File: src/rtl/key_pulse_gen.sv
// key_pulse_gen
//   Conditions the four raw push buttons of the race game for the per-player
//   step checkers. Each button is synchronised, debounced, and edge detected.
//   The result is a registered one-cycle press pulse per player. A left+right
//   press that rises in the same cycle is reported as 'both' only.
//
// Parameters
//   DEBOUNCE_CYCLES  stable cycles needed to accept a level change (>= 1)
//   CNT_W            debounce counter width, must hold DEBOUNCE_CYCLES-1
//
// Ports
//   clk                         system clock
//   resetn                      asynchronous active-low reset
//   enable                      game running; pulses forced low while 0
//   key_n[3:0]                  raw active-low buttons
//                               [1]=P1 left [0]=P1 right [3]=P2 left [2]=P2 right
//   left_one/right_one/both_one player one press pulses
//   left_two/right_two/both_two player two press pulses
//   pressed[3:0]                debounced active-high levels, key_n bit mapping
module key_pulse_gen #(
    parameter int unsigned DEBOUNCE_CYCLES = 500000,
    parameter int unsigned CNT_W           = 20
) (
    input  logic       clk,
    input  logic       resetn,
    input  logic       enable,
    input  logic [3:0] key_n,
    output logic       left_one,
    output logic       right_one,
    output logic       both_one,
    output logic       left_two,
    output logic       right_two,
    output logic       both_two,
    output logic [3:0] pressed
);

    localparam logic [CNT_W-1:0] CNT_MAX = CNT_W'(DEBOUNCE_CYCLES - 1);

    logic [3:0]            sync1_q, sync1_d;
    logic [3:0]            sync2_q, sync2_d;
    logic [3:0]            pressed_q, pressed_d;
    logic [3:0]            prev_q, prev_d;
    logic [3:0][CNT_W-1:0] cnt_q, cnt_d;
    logic                  left_one_q, left_one_d;
    logic                  right_one_q, right_one_d;
    logic                  both_one_q, both_one_d;
    logic                  left_two_q, left_two_d;
    logic                  right_two_q, right_two_d;
    logic                  both_two_q, both_two_d;

    logic [3:0]            s;
    logic [3:0]            rise;

    always_comb begin
        sync1_d   = key_n;
        sync2_d   = sync1_q;
        s         = ~sync2_q;
        pressed_d = pressed_q;
        cnt_d     = cnt_q;

        // A single cycle of agreement clears the count, so bounces restart
        // the debounce window; press and release use the same path.
        for (int unsigned i = 0; i < 4; i++) begin
            if (s[i] == pressed_q[i]) begin
                cnt_d[i] = '0;
            end else if (cnt_q[i] == CNT_MAX) begin
                pressed_d[i] = s[i];
                cnt_d[i]     = '0;
            end else begin
                cnt_d[i] = cnt_q[i] + CNT_W'(1);
            end
        end

        prev_d = pressed_q;
        rise   = pressed_q & ~prev_q;

        // Only rising edges classify; a button already held does not block
        // a single pulse for the other button of the same player.
        left_one_d  = enable &  rise[1] & ~rise[0];
        right_one_d = enable &  rise[0] & ~rise[1];
        both_one_d  = enable &  rise[1] &  rise[0];
        left_two_d  = enable &  rise[3] & ~rise[2];
        right_two_d = enable &  rise[2] & ~rise[3];
        both_two_d  = enable &  rise[3] &  rise[2];
    end

    always_ff @(posedge clk or negedge resetn) begin
        if (!resetn) begin
            sync1_q     <= '1;
            sync2_q     <= '1;
            pressed_q   <= '0;
            prev_q      <= '0;
            cnt_q       <= '0;
            left_one_q  <= 1'b0;
            right_one_q <= 1'b0;
            both_one_q  <= 1'b0;
            left_two_q  <= 1'b0;
            right_two_q <= 1'b0;
            both_two_q  <= 1'b0;
        end else begin
            sync1_q     <= sync1_d;
            sync2_q     <= sync2_d;
            pressed_q   <= pressed_d;
            prev_q      <= prev_d;
            cnt_q       <= cnt_d;
            left_one_q  <= left_one_d;
            right_one_q <= right_one_d;
            both_one_q  <= both_one_d;
            left_two_q  <= left_two_d;
            right_two_q <= right_two_d;
            both_two_q  <= both_two_d;
        end
    end

    assign pressed   = pressed_q;
    assign left_one  = left_one_q;
    assign right_one = right_one_q;
    assign both_one  = both_one_q;
    assign left_two  = left_two_q;
    assign right_two = right_two_q;
    assign both_two  = both_two_q;

endmodule

File: config.mk
export PLATFORM = sky130hd
export DESIGN_NAME = key_pulse_gen
export DESIGN_NICKNAME = d
export VERILOG_FILES = /design/src/rtl/key_pulse_gen.sv
export SDC_FILE = /design/constraint.sdc
export NUM_CORES = 1
export LEC_CHECK = 0
export BUFFER_PORTS_ARGS = -buffer_cell sky130_fd_sc_hd__clkbuf_2
export CAP_MARGIN = 0
export CORE_ASPECT_RATIO = 1.75
export CORE_MARGIN = 3
export CORE_UTILIZATION = 30
export CTS_BUF_LIST = sky130_fd_sc_hd__clkbuf_4
export CTS_CLUSTER_DIAMETER = 80
export DETAILED_ROUTE_END_ITERATION = 6
export GPL_ROUTABILITY_DRIVEN = 0
export PLACE_DENSITY = 0.56
export SLEW_MARGIN = 10
export SYNTH_ARGS = -nofsm -noshare
export SYNTH_HDL_FRONTEND = slang
export SYNTH_SLANG_ARGS = --single-unit
File: constraint.sdc
create_clock -name clk -period 2.16 [get_ports clk]
set_input_delay 0.216 -clock clk [delete_from_list [all_inputs] [get_ports clk]]
set_output_delay 0.216 -clock clk [all_outputs]
set_load 0.01 [all_outputs]
# == Yosys cells after proc, flatten, opt, wreduce, memory -nomap -nowiden ==
# Cells that the tools add are included.
# totals
out_inout_bits,10
regBits,102
in_bits,7
elab_cells,62
# classes
n_reduce_logical,4
n_bitwise,21
eq_ne,8
n_addsub,4
n_mux,8
# ops
op,count
2-to-1 mux 20 bit,8
adder 20 x 1 -> 20 bit (second input constant),4
== test 20 x 19 -> 1 bit (second input constant),4
AND 1 bit,10
inverter 1 bit,8
inverter 4 bit,2
AND reduction 2 bit,4
AND 4 bit,1
== test 1 bit,4

# == Depth between registers and ports, before layout ==
# Gate-level depths: netlist of run 1.
# logic_depth
ltp_word,4
depth_mapped,7
depth_no_buf,5

# == Worst setup path before layout of run 1 ==
# No wires, ideal clock.
# synth_timing
path_type,flip-flop to flip-flop
start,register cnt_q[40] (netlist name)
end,register cnt_q[51] (netlist name)
required_time_ns,2.041
t_arrival_ns,1.835
slack_ns,0.206
n_path_buf,1
stages_incl_launch_ff,7
period_less_slack_ns,1.954
setup_time_ns,0.119
cell_sequence,dfrtp_1 ha_1 nand4_1 or4_1 o21bai_4 buf_4 nor2_1
# synth_rtl
element,line_no,rtl
start: declaration,43,"logic [3:0][CNT_W-1:0] cnt_q, cnt_d;"
start signal: assignment,105,cnt_q <= cnt_d;

==> summary.txt, run 1 <==
CTS
  – CTS Sinks: 102
  – Clock-pin slew on the worst setup and hold paths: 0.15 ns
  – CTS H-tree depth: 3
  – Max Buffers Root-to-Sink: 2
  – TritonCTS clock tree: done
  – Clock Latency Late Sink: 0.44 ns
  – Root Driver: clkbuf_4
  – Post-CTS Setup Inserts: 0
  – Num CTS Buffers: 9

Worst setup path
  – WP data arrival: 2.31 ns
  – Worst Path Buf+Inv: 1
  – Slowest cell on crit path: or4b_1
  – Critical path type: flip-flop to flip-flop
  – CP Capture Type: flip-flop
  – Worst setup SP type: flip-flop
  – Max incr delay on CP: 0.58 ns
  – Crit path max-delay family: simple AND/OR/NAND/NOR gates
  – Worst-path cell chain: or4b_1 > or3_1 > o21bai_2 > buf_12 > a21oi_1
  – Worst reg2reg path depth: 5
  – Critical Path RT: 2.48 ns
  – Levels on crit path: 5
  – Crit path max fanout: 18

STA
  – Hold slack: 0.259 ns
  – Tcrit/Tclk final: 91.8%
  – Final setup TNS: 0 ns
  – Final Max Tran Viols: 0
  – Final setup violation count: 0
  – Slew headroom: 59.0%
  – Clock Skews: 0.0145 ns
  – Setup ws final: 0.177 ns
  – Max Freq: 504 MHz
  – RSZ-0062 raised after global routing: no
  – Min Tclk post-route: 1.98 ns
  – Final hold viol count: 0
  – Pin slew with the least headroom to its limit: 0.609 ns

Logic synthesis
  – Asr flop ratio synth: 100%
  – Synth top area share: 49.0%
  – Synth unique cells: 47
  – Post-synth EDFFs: 0
  – Dominant cells by area after synthesis: dfrtp_1 (49%), xnor2_1 (7.1%), nor2_1 (5.1%)
  – Syn nets: 473
  – #FFs+latches synth: 102
  – Synthesized area per cell: 10.4 µm²
  – Seq/Total Area, Yosys: 53.3%
  – Post-synth top flop: dfrtp_1
  – Ys Warns: 0
  – Mapped Cells: 462
  – Post-synthesis cell area: 4800 µm²
  – Cell accounting for the most synthesized area: dfrtp_1

Power and ir drop
  – VDD IR-drop max: 0.000260 V
  – Leak: 2.15 nW
  – PwrDens: 569 nW/µm²

Global route
  – Met3 Use GR: 2.42%
  – GR Layer Usage met2: 19.7%
  – GR Util All Layers: 11.7%
  – Largest net degree at the start of global routing: 45
  – GRT met1 Usage: 14.0%
  – GRT busiest layer: met2
  – Vias in the first global route: 3727
  – Initial antenna violation count: 1
  – First-pass GRT wire length: 16900 µm
  – Grt total ovfl: 0

Routing
  – Via count: 3486
  – Wirelength, routed: 9300 µm
  – Residual DRC: 0
  – Routed length per placed instance: 13.3 µm
  – Vias per inst: 5.00
  – Pre-antenna DRT Iters: 4
  – DR iter-0 viols: 148
  – Antenna-violating nets left: 0

Die
  – DIE WIDTH: 102 µm
  – Top Ports: 17
  – Die area: 17600 µm²
  – Core Footprint: 15500 µm²
  – Die height: 173 µm
  – Initial Utilization: 30.9%
  – Row cnt: 60

Placed design
  – Post-DP HPWL: 6810 µm
  – Pre-CTS setup slack: 0.167 ns
  – Placed Area: 5230 µm²
  – Placed Cells: 674
  – Port Buffers: 16

Layout
  – Final cell count without fillers: 697
  – P&R area growth vs syn: 13.3%
  – Final #Nets: 516
  – Post-route cell area: 5440 µm²
  – Layout cells sized above 1: 17.3%

Run
  – Max-Cap Viols: 0

Worst hold path
  – Worst Hold Class: primary input to async pin

Outcome
  – Status: completed
==> power breakdown <==
group / switching [mW] / leakage, nW / internal (mW)
registers: 0.0257 / 1.39 / 1.94
logic: 0.0879 / 0.691 / 0.0503
clock network: 0.599 / 0.0712 / 0.390
==> repair_timing <==
action                                  CTS  global route
endpoints found under the setup margin    0             2
resized for setup                         0             2
hold endpoints to repair                 40             0
hold buffers                              6             0
==> per-stage QoR <==
step	total power [mW]	util [%]
floorplan	2.06	-
global placement	2.13	33.7
detailed placement	2.14	33.7
CTS	3.16	34.9
global route	3.26	35.0
finish	3.09	35.0
==> cell type report <==
type | instances | area, µm²
timing repair buffer | 40 | 303
antenna | 1 | 2.50
fill | 1583 | 10100
sequential | 102 | 2560
clock buffer | 12 | 90.1
clock inverter | 4 | 48.8
inverter | 19 | 71.3
tap | 186 | 233
multi-input combinational | 333 | 2130
==> final timing paths <==
| check | end | from | slack [ns] |
|---|---|---|---|
| worst max-delay path | cnt_q[78]$_DFF_PN0_ | cnt_q[70]$_DFF_PN0_ | 0.18 |
| worst min-delay path | cnt_q[61]$_DFF_PN0_ | resetn | 0.26 |
| worst max register to register | cnt_q[78]$_DFF_PN0_ | cnt_q[70]$_DFF_PN0_ | 0.18 |
| worst min register to register | sync2_q[3]$_DFF_PN1_ | sync1_q[3]$_DFF_PN1_ | 0.37 |
| max in group asynchronous | sync2_q[2]$_DFF_PN1_ | resetn | 1.17 |
| min in group clk | sync2_q[3]$_DFF_PN1_ | sync1_q[3]$_DFF_PN1_ | 0.37 |
==> layer usage <==
| metal | up-vias | wire length [µm] |
|---|---|---|
| met5 | - | 0 |
| met4 | 0 | 231 |
| met3 | 17 | 247 |
| met2 | 50 | 4820 |
| met1 | 1689 | 4000 |
| li1 | 1730 | - |
==> state kept, by name (all words and copies together) (netlist names), 4 cells and up <==
name,flops
sync2_q,4
sync1_q,4
cnt_q,80
prev_q,4
pressed,4
==> worst reg2reg max path: stages (launching register included) <==
cell and delay, ns:
dfrtp_1 0.46, or4b_1 0.58, or3_1 0.40, o21bai_2 0.21
buf_12 0.17, a21oi_1 0.06
==> kinds of logic (layout without fill, tap and decap cells) <==
logic type | after synthesis | count (layout) | synth area share [%]
adders and majority gates | 4 | 4 | 1.04
and+or+nand+nor | 224 | 224 | 25.3
DFF | 102 | 102 | 53.3
xor gates and xnor gates | 59 | 59 | 10.8
other | 0 | 1 | 0
muxes | 3 | 3 | 0.625
AOI/OAI and AO/OA | 43 | 43 | 6.38
buffers and inverters | 27 | 75 | 2.53
==> cells in the mapped netlist, types with 3 or more instances <==
master / count
a21oi_1: 17
a31o_2: 3
and4_1: 5
buf_2: 3
dfrtp_1: 94
dfstp_2: 8
ha_1: 4
inv_1: 19
mux2i_1: 3
nand2_1: 22
nand3_1: 24
nand3_2: 3
nand4_1: 25
nor2_1: 65
nor2_2: 10
nor3_1: 15
nor4_1: 16
o21ai_0: 7
o31ai_1: 10
or3_1: 6
or4_1: 12
xnor2_1: 39
xor2_1: 20
==> layout by cell type, fill, tap and decap left out, types with 8 or more instances in the layout <==
cell type / synthesis / layout
dfrtp_1: 94 / 94
nor2_1: 65 / 65
xnor2_1: 39 / 39
nand4_1: 25 / 25
nand3_1: 24 / 24
nand2_1: 22 / 22
xor2_1: 20 / 20
inv_1: 19 / 19
a21oi_1: 17 / 17
buf_4: 2 / 17
nor4_1: 16 / 15
nor3_1: 15 / 15
clkbuf_2: 1 / 15
clkbuf_4: 0 / 12
or4_1: 12 / 11
o31ai_1: 10 / 10
nor2_2: 10 / 10
dfstp_2: 8 / 8
Note: power is estimated with default switching activity, not from simulation.
==> run 2: changes to the inputs <==
Settings changed: CELL_PAD_IN_SITES_DETAIL_PLACEMENT from default to 0, CELL_PAD_IN_SITES_GLOBAL_PLACEMENT from default to 1, HOLD_SLACK_MARGIN from default to 0.02, PLACE_DENSITY 0.56 to 0.64.
==> run 2 against run 1 <==
Sequential share of layout area is 0.30 points lower. Register-to-register slack hardly changed. First-iteration DRC count is 11% lower. Critical endpoint is now cnt_q[57]$_DFF_PN0_. Setup slack worse by 0.0092 ns. Die area stayed put. Largest cell class unchanged. Power is 4.7% higher. Combinational power hardly changed.
==> summary.txt, run 2 (synthesis gave the netlist of run 1 again) <==
Outcome
  – Status: completed

Layout
  – Core Util, Final: 35.2%
  – Final #Nets: 519
  – Fill cells: 1549
  – Post-route cell area: 5480 µm²
  – P&R area growth vs syn: 14.0%
  – Commonest non-fill, non-tap cell in the layout: dfrtp_1
  – Most frequent cells in the layout: dfrtp_1 (94), nor2_1 (65), xnor2_1 (39), nand4_1 (25), nand3_1 (24)
  – Final cell count without fillers: 700
  – Max reg flops: 80
  – Reg with most FFs: cnt_q
  – Layout cells sized above 1: 17.5%

Worst setup path
  – WP data arrival: 2.39 ns
  – Max incr delay on CP: 0.68 ns
  – Worst setup SP type: flip-flop
  – Critical path type: flip-flop to flip-flop
  – Worst-path cell chain: nand3_2 > or4_1 > or4_4 > a21oi_2
  – CP Capture Type: flip-flop
  – Register-to-register setup slack: 0.17 ns
  – Crit path max fanout: 9
  – Critical Path RT: 2.56 ns
  – Slowest cell on crit path: or4_1

Global route
  – Initial antenna violation count: 1
  – GR Util All Layers: 12.0%
  – Vias in the first global route: 3673
  – Largest net degree at the start of global routing: 50
  – Grt total ovfl: 0
  – First-pass GRT wire length: 17300 µm

Routing
  – Routed length per placed instance: 13.9 µm
  – Vias per inst: 5.03
  – Via count: 3518
  – Pre-antenna DRT Iters: 4
  – DR iter-0 viols: 132
  – Antenna-violating nets left: 0
  – Residual DRC: 0
  – Wirelength, routed: 9730 µm

Power and ir drop
  – Leak: 2.18 nW
  – VDD IR-drop max: 0.000240 V
  – Clock power frac: 34.9%
  – Internal: 2.47 mW
  – Gate power share: 4.3%
  – Sw Ratio: 23.6%
  – Switching power: 0.764 mW
  – Total Power: 3.24 mW
  – PwrDens: 591 nW/µm²
  – Sequential Power Share: 60.7%

Placed design
  – Pre-CTS setup slack: 0.185 ns
  – Placed Area: 5250 µm²
  – Post-DP HPWL: 6990 µm
  – Port Buffers: 16
  – Placed Cells: 677

CTS
  – Num CTS Buffers: 9
  – Hold_buf cts: 6
  – CTS H-tree depth: 3
  – Post-CTS Setup Inserts: 0
  – Clock Latency Late Sink: 0.46 ns
  – CTS Sinks: 102
  – PostCTS Resize Cnt: 0
  – Root Driver: clkbuf_4
  – Max Buffers Root-to-Sink: 2
  – Clock-pin slew on the worst setup and hold paths: 0.16 ns
  – TritonCTS clock tree: done

Die
  – DIE WIDTH: 102 µm
  – Die height: 173 µm
  – Core Footprint: 15500 µm²
  – Row cnt: 60
  – Initial Utilization: 30.9%
  – Top Ports: 17
  – Die area: 17600 µm²

STA
  – Tcrit/Tclk final: 92.2%
  – Pin slew with the least headroom to its limit: 0.549 ns
  – Final Max Tran Viols: 0
  – Clock Skews: 0.0257 ns
  – Min Tclk post-route: 1.99 ns
  – Max Freq: 502 MHz
  – Slew headroom: 62.9%
  – Final setup violation count: 0
  – RSZ-0062 raised after global routing: no
  – Hold slack: 0.229 ns
  – Final setup TNS: 0 ns
  – Setup ws final: 0.168 ns
  – Final hold viol count: 0

Run
  – Max-Cap Viols: 0

Worst hold path
  – Worst Hold Class: primary input to async pin
## run 2: cell types whose count changed in the layout (fill, tap and decap cells not counted), sizes merged
cell / delta
buf: +3
clkbuf: -2
clkinv: +2
bufinv: +1
clkinvlp: -1
## run 2: path summary, 6_finish.rpt
check                                           from                   end  cells past startpoint
worst max-delay path             cnt_q[42]$_DFF_PN0_   cnt_q[57]$_DFF_PN0_                      4
worst min-delay path                          resetn   cnt_q[12]$_DFF_PN0_                      2
worst max register to register   cnt_q[42]$_DFF_PN0_   cnt_q[57]$_DFF_PN0_                      4
worst min register to register  sync1_q[2]$_DFF_PN1_  sync2_q[2]$_DFF_PN1_                      0
max in group asynchronous                     resetn  sync2_q[1]$_DFF_PN1_                      3
min in group clk                sync1_q[2]$_DFF_PN1_  sync2_q[2]$_DFF_PN1_                      0
## run 2: layout make-up
cell class	count	area [µm²]	share of cell area [%]
sequential	102	2560	46.8
multi-input combinational	333	2120	38.7
timing repair buffer	43	325	5.94
tap	186	233	4.25
clock inverter	6	86.3	1.58
clock buffer	10	75.1	1.37
inverter	19	71.3	1.30
antenna	1	2.50	0.0457
## run 2: power by group through the flow
stage | combinational (mW) | clock (mW) | sequential [mW]
5_1_grt | 0.163 | 1.25 | 1.97
6_report | 0.140 | 1.13 | 1.97
2_1_floorplan | 0.0647 | 0 | 2.00
3_5_place_dp | 0.138 | 0 | 2.00
4_1_cts | 0.148 | 1.18 | 1.97
3_3_place_gp | 0.136 | 0 | 2.00
## run 2: routing by layer
| metal | GRT usage (%) | share of wire (%) | up-vias |
|---|---|---|---|
| li1 | - | - | 1738 |
| met1 | 14.3 | 42 | 1705 |
| met2 | 20.7 | 52 | 55 |
| met4 | 5.55 | 2.8 | 0 |
| met3 | 2.09 | 2.9 | 20 |
| met5 | 0 | 0 | - |
## run 2: critical path: cells and delay by family, from the launching register on
kind / cells / cell delay [ns]
simple gates: 3 / 1.34
compound gates: 1 / 0.13
flops: 1 / 0.47
